**src/rtl/switch_pulse_sequencer.sv**
```systemverilog
// rtl/switch_pulse_sequencer.sv - set/reset pulse sequencer for one latching photonic switch
//
// Accepts one state-change request at a time, drives a single PWMset or
// PWMreset pulse lasting A_val/B_val qualified ticks, then waits SETTLE
// qualified ticks before it will accept the next request.
//
// Ports:
//   clk        core clock
//   reset      asynchronous active-high reset
//   en         global enable; low freezes state, counter and outputs
//   tick       single-cycle timing strobe; all intervals are counted in ticks
//   A_val      set-pulse length in ticks (sampled at acceptance)
//   B_val      reset-pulse length in ticks (sampled at acceptance)
//   req_valid  state-change request
//   req_state  requested switch state (1 = set, 0 = reset)
//   req_ready  request can be accepted this cycle (combinational)
//   PWMset     set-coil drive (registered)
//   PWMreset   reset-coil drive (registered)
//   sw_state   last commanded switch state (registered)
//   busy       high whenever the sequencer is not idle (registered)
//   done       one-cycle strobe on return to idle (registered)
module switch_pulse_sequencer #(
  parameter int W      = 7,
  parameter int SETTLE = 24
) (
  input  logic         clk,
  input  logic         reset,
  input  logic         en,
  input  logic         tick,
  input  logic [W-1:0] A_val,
  input  logic [W-1:0] B_val,
  input  logic         req_valid,
  input  logic         req_state,
  output logic         req_ready,
  output logic         PWMset,
  output logic         PWMreset,
  output logic         sw_state,
  output logic         busy,
  output logic         done
);

  typedef enum logic [1:0] {
    ST_IDLE,
    ST_SET_PULSE,
    ST_RESET_PULSE,
    ST_SETTLE
  } state_t;

  localparam logic [W-1:0] SETTLE_CNT = W'(SETTLE);
  localparam logic [W-1:0] CNT_ONE    = W'(1);

  state_t       state_q, state_d;
  logic [W-1:0] cnt_q, cnt_d;
  logic         target_q, target_d;
  logic         sw_state_q, sw_state_d;
  logic         pwm_set_q, pwm_set_d;
  logic         pwm_reset_q, pwm_reset_d;
  logic         busy_q, busy_d;
  logic         done_q, done_d;
  logic [W-1:0] sel_len;

  assign req_ready = (state_q == ST_IDLE) & en;

  always_comb begin
    state_d    = state_q;
    cnt_d      = cnt_q;
    target_d   = target_q;
    sw_state_d = sw_state_q;
    done_d     = done_q;
    sel_len    = req_state ? A_val : B_val;

    // With en low every register, done included, keeps its value.
    if (en) begin
      done_d = 1'b0;
      unique case (state_q)
        ST_IDLE: begin
          if (req_valid) begin
            target_d = req_state;
            if (sel_len == '0) begin
              // Zero-length pulse: nothing to drive, go straight to settling.
              sw_state_d = req_state;
              cnt_d      = SETTLE_CNT;
              state_d    = ST_SETTLE;
            end else begin
              cnt_d   = sel_len;
              state_d = req_state ? ST_SET_PULSE : ST_RESET_PULSE;
            end
          end
        end
        ST_SET_PULSE, ST_RESET_PULSE: begin
          if (tick) begin
            if (cnt_q == CNT_ONE) begin
              sw_state_d = target_q;
              cnt_d      = SETTLE_CNT;
              state_d    = ST_SETTLE;
            end else begin
              cnt_d = cnt_q - CNT_ONE;
            end
          end
        end
        ST_SETTLE: begin
          if (tick) begin
            cnt_d = cnt_q - CNT_ONE;
            if (cnt_q == CNT_ONE) begin
              state_d = ST_IDLE;
              done_d  = 1'b1;
            end
          end
        end
        default: state_d = ST_IDLE;
      endcase
    end

    // Drive outputs are decoded from the next state so they are registered
    // and can never both be high.
    pwm_set_d   = (state_d == ST_SET_PULSE);
    pwm_reset_d = (state_d == ST_RESET_PULSE);
    busy_d      = (state_d != ST_IDLE);
  end

  always_ff @(posedge clk or posedge reset) begin
    if (reset) begin
      state_q     <= ST_IDLE;
      cnt_q       <= '0;
      target_q    <= 1'b0;
      sw_state_q  <= 1'b0;
      pwm_set_q   <= 1'b0;
      pwm_reset_q <= 1'b0;
      busy_q      <= 1'b0;
      done_q      <= 1'b0;
    end else begin
      state_q     <= state_d;
      cnt_q       <= cnt_d;
      target_q    <= target_d;
      sw_state_q  <= sw_state_d;
      pwm_set_q   <= pwm_set_d;
      pwm_reset_q <= pwm_reset_d;
      busy_q      <= busy_d;
      done_q      <= done_d;
    end
  end

  assign PWMset   = pwm_set_q;
  assign PWMreset = pwm_reset_q;
  assign sw_state = sw_state_q;
  assign busy     = busy_q;
  assign done     = done_q;

endmodule

```
**config.mk**
```make
export PLATFORM = sky130hd
export DESIGN_NAME = switch_pulse_sequencer
export DESIGN_NICKNAME = d
export VERILOG_FILES = /design/src/rtl/switch_pulse_sequencer.sv
export SDC_FILE = /design/constraint.sdc
export NUM_CORES = 1
export LEC_CHECK = 0
export CAP_MARGIN = 20
export CELL_PAD_IN_SITES_DETAIL_PLACEMENT = 0
export CELL_PAD_IN_SITES_GLOBAL_PLACEMENT = 1
export CORE_MARGIN = 10
export CORE_UTILIZATION = 33
export CTS_BUF_LIST = sky130_fd_sc_hd__clkbuf_16
export DETAILED_ROUTE_END_ITERATION = 12
export PLACE_DENSITY = 0.81
export SLEW_MARGIN = 20
export SYNTH_ARGS = -nofsm -noshare
export SYNTH_HDL_FRONTEND = slang
export SYNTH_SLANG_ARGS = --single-unit
```
**constraint.sdc**
```tcl
create_clock -name clk -period 2.1 [get_ports clk]
set_input_delay 0.42 -clock clk [delete_from_list [all_inputs] [get_ports clk]]
set_output_delay 0.42 -clock clk [all_outputs]
set_load 0.01 [all_outputs]
```
==> results_dict.tcl, run 1 <==
set metrics [dict create \
    rsz0062_at_grt "yes" \
    grt_pass1_wl_mm 5.33 \
    postSynth.asyncResetShare 1.00 \
    reg2regPathDepth 7 \
    numClockSinks 15 \
    worst_ir_drop_vdd_mv 0.832 \
    layout.nets 179 \
    fin_crit_ns 2.11 \
    grt_overflow 0 \
    dp_cells 194 \
    combPwrFrac 0.594 \
    detail_route.vias_per_cell 5.28 \
    area_growth_pct 49.3 \
    instances_no_fill 198 \
    worstHoldPathCells 1 \
    criticalPathCategory "in -> reg" \
    ys_ff_latch 15 \
    r2r-start "cnt_q[1]" \
    start_util 0.349 \
    path_clk_slew_ns 0.05 \
    synth_area_mm2 0.00107 \
    timing.rr.end "sw_state" \
    yosysWarnings 0 \
    final_cell_area_mm2 0.00160 \
    ant_nets 0 \
    relSlewSlack 0.596 \
    p_sw_mw 0.867 \
    die_area_mm2 0.00593 \
    slowest_delay_ns 0.50 \
    io_pins 26 \
    ys.flop_type "dfrtp_1" \
    die_height_um 77.0 \
    cts_tree "built" \
    routedWlPerCell_um 16.1 \
    cts_buffers 3 \
    clock_tree.buffer_depth 2 \
    place_congestion 0.857 \
    rows 20 \
    clkLatencyLatePin_ns 0.25 \
    gr-usage-all-layers 0.108 \
    critPathLaunchType "primary input" \
    avgSynthCellArea_um2 9.59 \
    fmax_mhz 475 \
    holdCritStartpoint "target_q" \
    leakage_nw 0.683 \
    timing.final.crit_share 1.00 \
    max_slew.worst_pin.slew_ns 0.605 \
    port_buffers 25 \
    cts_root_buffer "clkbuf_16" \
    die_w_um 77.0 \
    synth_cell_types 43 \
    drc 0 \
    drtPass1Iterations 5 \
    worst_slack_ns -0.00623 \
    worstPathRequired_ns 2.23 \
    drv_cap 0 \
    crit_arrival_ns 2.24 \
    antenna_found_initial 0 \
    cp_max_fo 2 \
    utilization 0.521 \
    p_int_mw 1.34 \
    htreeDepth 1 \
    hold_class "reg -> reg" \
    syn-num-nets 136 \
    num_antenna_cells 0 \
    final.setup_skew_ns 0.00923 \
    ff2ff_setup_slack_ns 0.07 \
    maxSlewViolCount 0 \
    dp_hpwl_mm 2.49 \
    ys_seq_area_frac 0.350 \
    power.density_mw_per_mm2 1380 \
    violations "negative setup slack" \
    seq_power_share 0.239 \
    pwr-share-clk 0.167 \
    dr.first_iter.drc_count 95 \
    grt_max_degree 16 \
    hold-path-endpoint "target_q" \
    first_global_vias 1053 \
    pre_cts_slack_ns -0.306 \
    finalHoldViolCount 0 \
    status "finished with violations" \
    critical_path.endpoint_type "flop" \
    totalWireLength_mm 3.18 \
    cp_slowest_cell "or4b_4" \
    num_vias 1045 \
    setup_viol 1 \
    swShare 0.393 \
    core_area_mm2 0.00308 \
    drive_above_1_share 0.240 \
    syn_inst 112 \
    synth_edf_count 0 \
    place_area_mm2 0.00149 \
    path_cells "clkdlybuf4s50_1, or4b_4, o22ai_2, o21ai_2, o32ai_2, mux2_4" \
]
power groups by stage:
| stage | registers (mW) | logic (mW) | clock network [mW] |
|---|---|---|---|
| floorplan | 0.526 | 0.728 | 0 |
| finish | 0.528 | 1.31 | 0.369 |
| global placement | 0.521 | 1.19 | 0 |
| detailed placement | 0.524 | 1.22 | 0 |
| CTS | 0.522 | 1.23 | 0.380 |
| global route | 0.552 | 1.44 | 0.392 |
cell families (layout without fill, tap and decap cells):
group / after synthesis / after routing / synth area share
AO/OA/AOI/OAI: 33 / 33 / 0.219
XOR/XNOR: 2 / 2 / 0.0163
adder cells (fa/ha/maj): 4 / 4 / 0.0466
buffers and inverters: 13 / 55 / 0.0478
flip-flops: 15 / 15 / 0.350
multiplexers: 13 / 13 / 0.129
AND/OR/NAND/NOR: 32 / 32 / 0.191
final cells by class:
class	instances	area, um^2
fillers	289	1480
multi-input cells	84	683
repair buffers	42	377
flip-flops and latches	15	375
clock buffers	3	75.1
well taps	44	55.1
inverters	9	33.8
clock inverters	1	3.75
cell usage after synthesis, drive strengths merged, types with 2 or more instances:
| master | number | area [um^2] |
|---|---|---|
| nor3 | 2 | 21.3 |
| clkbuf | 2 | 7.51 |
| a21oi | 5 | 25.0 |
| buf | 2 | 10.0 |
| o211a | 2 | 20.0 |
| nor4 | 2 | 12.5 |
| nor3b | 3 | 27.5 |
| a22o | 3 | 26.3 |
| a31oi | 3 | 18.8 |
| o21ai | 8 | 43.8 |
| nand2b | 3 | 18.8 |
| dfrtp | 15 | 375 |
| o22ai | 7 | 50.1 |
| nand2 | 4 | 15.0 |
| nor2 | 6 | 22.5 |
| nand3 | 4 | 25.0 |
| mux2i | 6 | 60.1 |
| mux2 | 7 | 78.8 |
| ha | 4 | 50.1 |
| inv | 9 | 33.8 |
cell usage in the layout, fill, tap and decap left out, types with 2 or more instances in the layout:
master and count:
buf_4 17, a21oi_1 5, o211a_1 2, clkbuf_16 3
nor4_1 2, ha_1 3, o21ai_0 3, o22ai_1 6
mux2_2 5, inv_1 9, a22o_1 3, clkdlybuf4s50_1 21
dlygate4sd2_1 3, nand2_1 4, a31oi_1 2, nor2_1 6
nand3_1 3, dfrtp_1 15, o21ai_1 3, nand2b_1 3
o21ai_2 2, mux2i_1 6, nor3b_1 2
metrics by stage:
stage	TNS (ns)	hold WS [ns]	total power, mW
after floorplan	0	0.321	1.25
after global placement	-0.982	0.474	1.71
after detailed placement	-1.22	0.479	1.74
after CTS	0	0.491	2.13
after global routing	-0.0604	0.521	2.39
final	-0.00623	0.486	2.21
worst max path at each step:
stage	start	to
2_1_floorplan	cnt_q[1]	sw_state
3_3_place_gp	req_state	sw_state
3_5_place_dp	req_state	sw_state
4_1_cts	B_val[2]	sw_state
5_1_grt	A_val[2]	sw_state
6_report	A_val[2]	sw_state
timing repair:
item / 4_1_cts / 5_1_grt
endpoints found under the setup margin: 2 / 8
pin swaps: 3 / 0
resized for setup: 5 / 6
buffers inserted: 0 / 0
hold buffers: 0 / 0
layer usage:
layer / up-vias / GRT usage / share of wire
li1: 513 / - / -
met1: 510 / 0.131 / 0.45
met2: 20 / 0.180 / 0.51
met3: 2 / 0.0350 / 0.036
met4: 0 / 0.0219 / 0.0079
met5: - / 0 / 0
state kept, by name (all words and copies together), names as in the netlist:
register,flops
cnt_q,7
done,1
target_q,1
busy,1
PWMreset,1
PWMset,1
state_q,2
sw_state,1
critical path: cells and delay by family:
kind | cells | cell delay (ns)
AO/OA/AOI/OAI | 3 | 0.56
AND/OR/NAND/NOR | 1 | 0.50
buffers and inverters | 1 | 0.44
multiplexers | 1 | 0.32
Power figures use the tool's default switching activity.
==> run 2, diff against run 1 <==
CORE_MARGIN = 4   (was 10)
SKIP_CTS_REPAIR_TIMING = 1   (was default)
==> run 2 against run 1 <==
Compared with the run above:
- non-clock buffer count grew 1
- sequential power grew 0.9%
- worst setup slack gained 0.037 ns
- the flow now finishes without violations
- sequential share of layout area shrank 0.24 points
- clock-buffer cell count is the same
- design area grew 1.0%
- sequential cell count is the same
- global-route usage grew 4.7 points
==> results_dict.tcl, run 2 (synthesis results as in run 1) <==
set metrics [dict create \
    max_slew.worst_pin.slew_ns 0.611 \
    dr.first_iter.drc_count 79 \
    start_util 0.349 \
    fin_crit_ns 2.07 \
    rows 20 \
    die_w_um 65.0 \
    first_global_vias 1015 \
    p_total_mw 2.17 \
    worst_slack_ns 0.0304 \
    num_vias 1054 \
    instances_no_fill 199 \
    final.setup_skew_ns 0.00563 \
    io_pins 26 \
    ant_nets 0 \
    worst_ir_drop_vdd_mv 0.596 \
    drv_cap 0 \
    path_clk_slew_ns 0.05 \
    timing.final.crit_share 0.986 \
    drtPass1Iterations 4 \
    criticalPathCategory "in -> reg" \
    die_area_mm2 0.00423 \
    core_area_mm2 0.00308 \
    status "completed" \
    regMostFlops "cnt_q" \
    final_cell_area_mm2 0.00162 \
    largest_reg_flops 7 \
    cts_tree "built" \
    leakage_nw 0.692 \
    utilization 0.526 \
    grt_max_degree 16 \
    finalHoldViolCount 0 \
    worst_hold_slack_ns 0.487 \
    antenna_found_initial 0 \
    clkLatencyLatePin_ns 0.25 \
    drc 0 \
    numClockSinks 15 \
    cts_buffers 3 \
    power.density_mw_per_mm2 1340 \
    largestRegisters "cnt_q: 7 flops, state_q: 2 flops" \
    rsz0062_at_grt "yes" \
    layout.cells.most_common "clkdlybuf4s50_1" \
    final_cell_mix "clkdlybuf4s50_1, buf_4, dfrtp_1, inv_1" \
    place_area_mm2 0.00150 \
    dp_hpwl_mm 2.27 \
    detail_route.vias_per_cell 5.30 \
    hold_class "reg -> reg" \
    gr-usage-all-layers 0.154 \
    num_antenna_cells 0 \
    critPathLaunchType "primary input" \
    routedWlPerCell_um 14.9 \
    cp_max_fo 2 \
    die_height_um 65.0 \
    critical_path.endpoint_type "flop" \
    clock_tree.buffer_depth 2 \
    grt_overflow 0 \
    fillers 291 \
    htreeDepth 1 \
    relSlewSlack 0.592 \
    tns_ns 0 \
    area_growth_pct 50.8 \
    pre_cts_slack_ns -0.305 \
    layout.nets 180 \
    setup_viol 0 \
    dp_cells 195 \
    drive_above_1_share 0.252 \
    port_buffers 25 \
    fmax_mhz 483 \
    maxSlewViolCount 0 \
    cts_root_buffer "clkbuf_16" \
    place_congestion 0.760 \
    grt_pass1_wl_mm 4.97 \
    worstPathRequired_ns 2.23 \
    crit_arrival_ns 2.20 \
    totalWireLength_mm 2.97 \
]
-- run 2: cell count changes in the layout (fill, tap and decap cells not counted), sizes merged --
cell	before	now
dlymetal6s2s	1	2
clkdlybuf4s50	21	23
buf	17	18
dlygate4sd2	3	0
-- run 2: area by class of cell --
type / instances / area (um^2) / share of cell area
multi-input cells: 84 / 686 / 0.423
repair buffers: 43 / 390 / 0.241
flip-flops and latches: 15 / 375 / 0.232
clock buffers: 3 / 75.1 / 0.0464
well taps: 44 / 55.1 / 0.0340
inverters: 9 / 33.8 / 0.0209
clock inverters: 1 / 3.75 / 0.00232
-- run 2: power breakdown --
part,switching [mW],internal (mW)
registers,0.117,0.415
logic,0.630,0.632
clock network,0.119,0.252
total,0.867,1.30
-- run 2: critical path, stage by stage --
cell and delay [ns]:
clkdlybuf4s50_1 0.43, or4b_4 0.54, o22ai_2 0.16, o21ai_2 0.09, o32ai_2 0.23, mux2_4 0.32
-- run 2: final timing paths --
path	startpoint	endpoint	slack (ns)	cells after the start
min in group asynchronous	reset	PWMset	0.54	2
hold reg to reg	target_q	target_q	0.49	1
max in group asynchronous	reset	cnt_q[5]	1.15	2
setup reg to reg	cnt_q[1]	sw_state	0.04	7
setup / recovery	A_val[6]	sw_state	0.03	6
hold / removal	target_q	target_q	0.49	1
-- run 2: layer usage --
| layer | GRT usage | up-vias | share of wire |
|---|---|---|---|
| met3 | 0.0381 | 12 | 0.046 |
| met2 | 0.234 | 34 | 0.47 |
| met4 | 0.0699 | 0 | 0.029 |
| li1 | - | 515 | - |
| met1 | 0.206 | 493 | 0.45 |
| met5 | 0 | - | 0 |
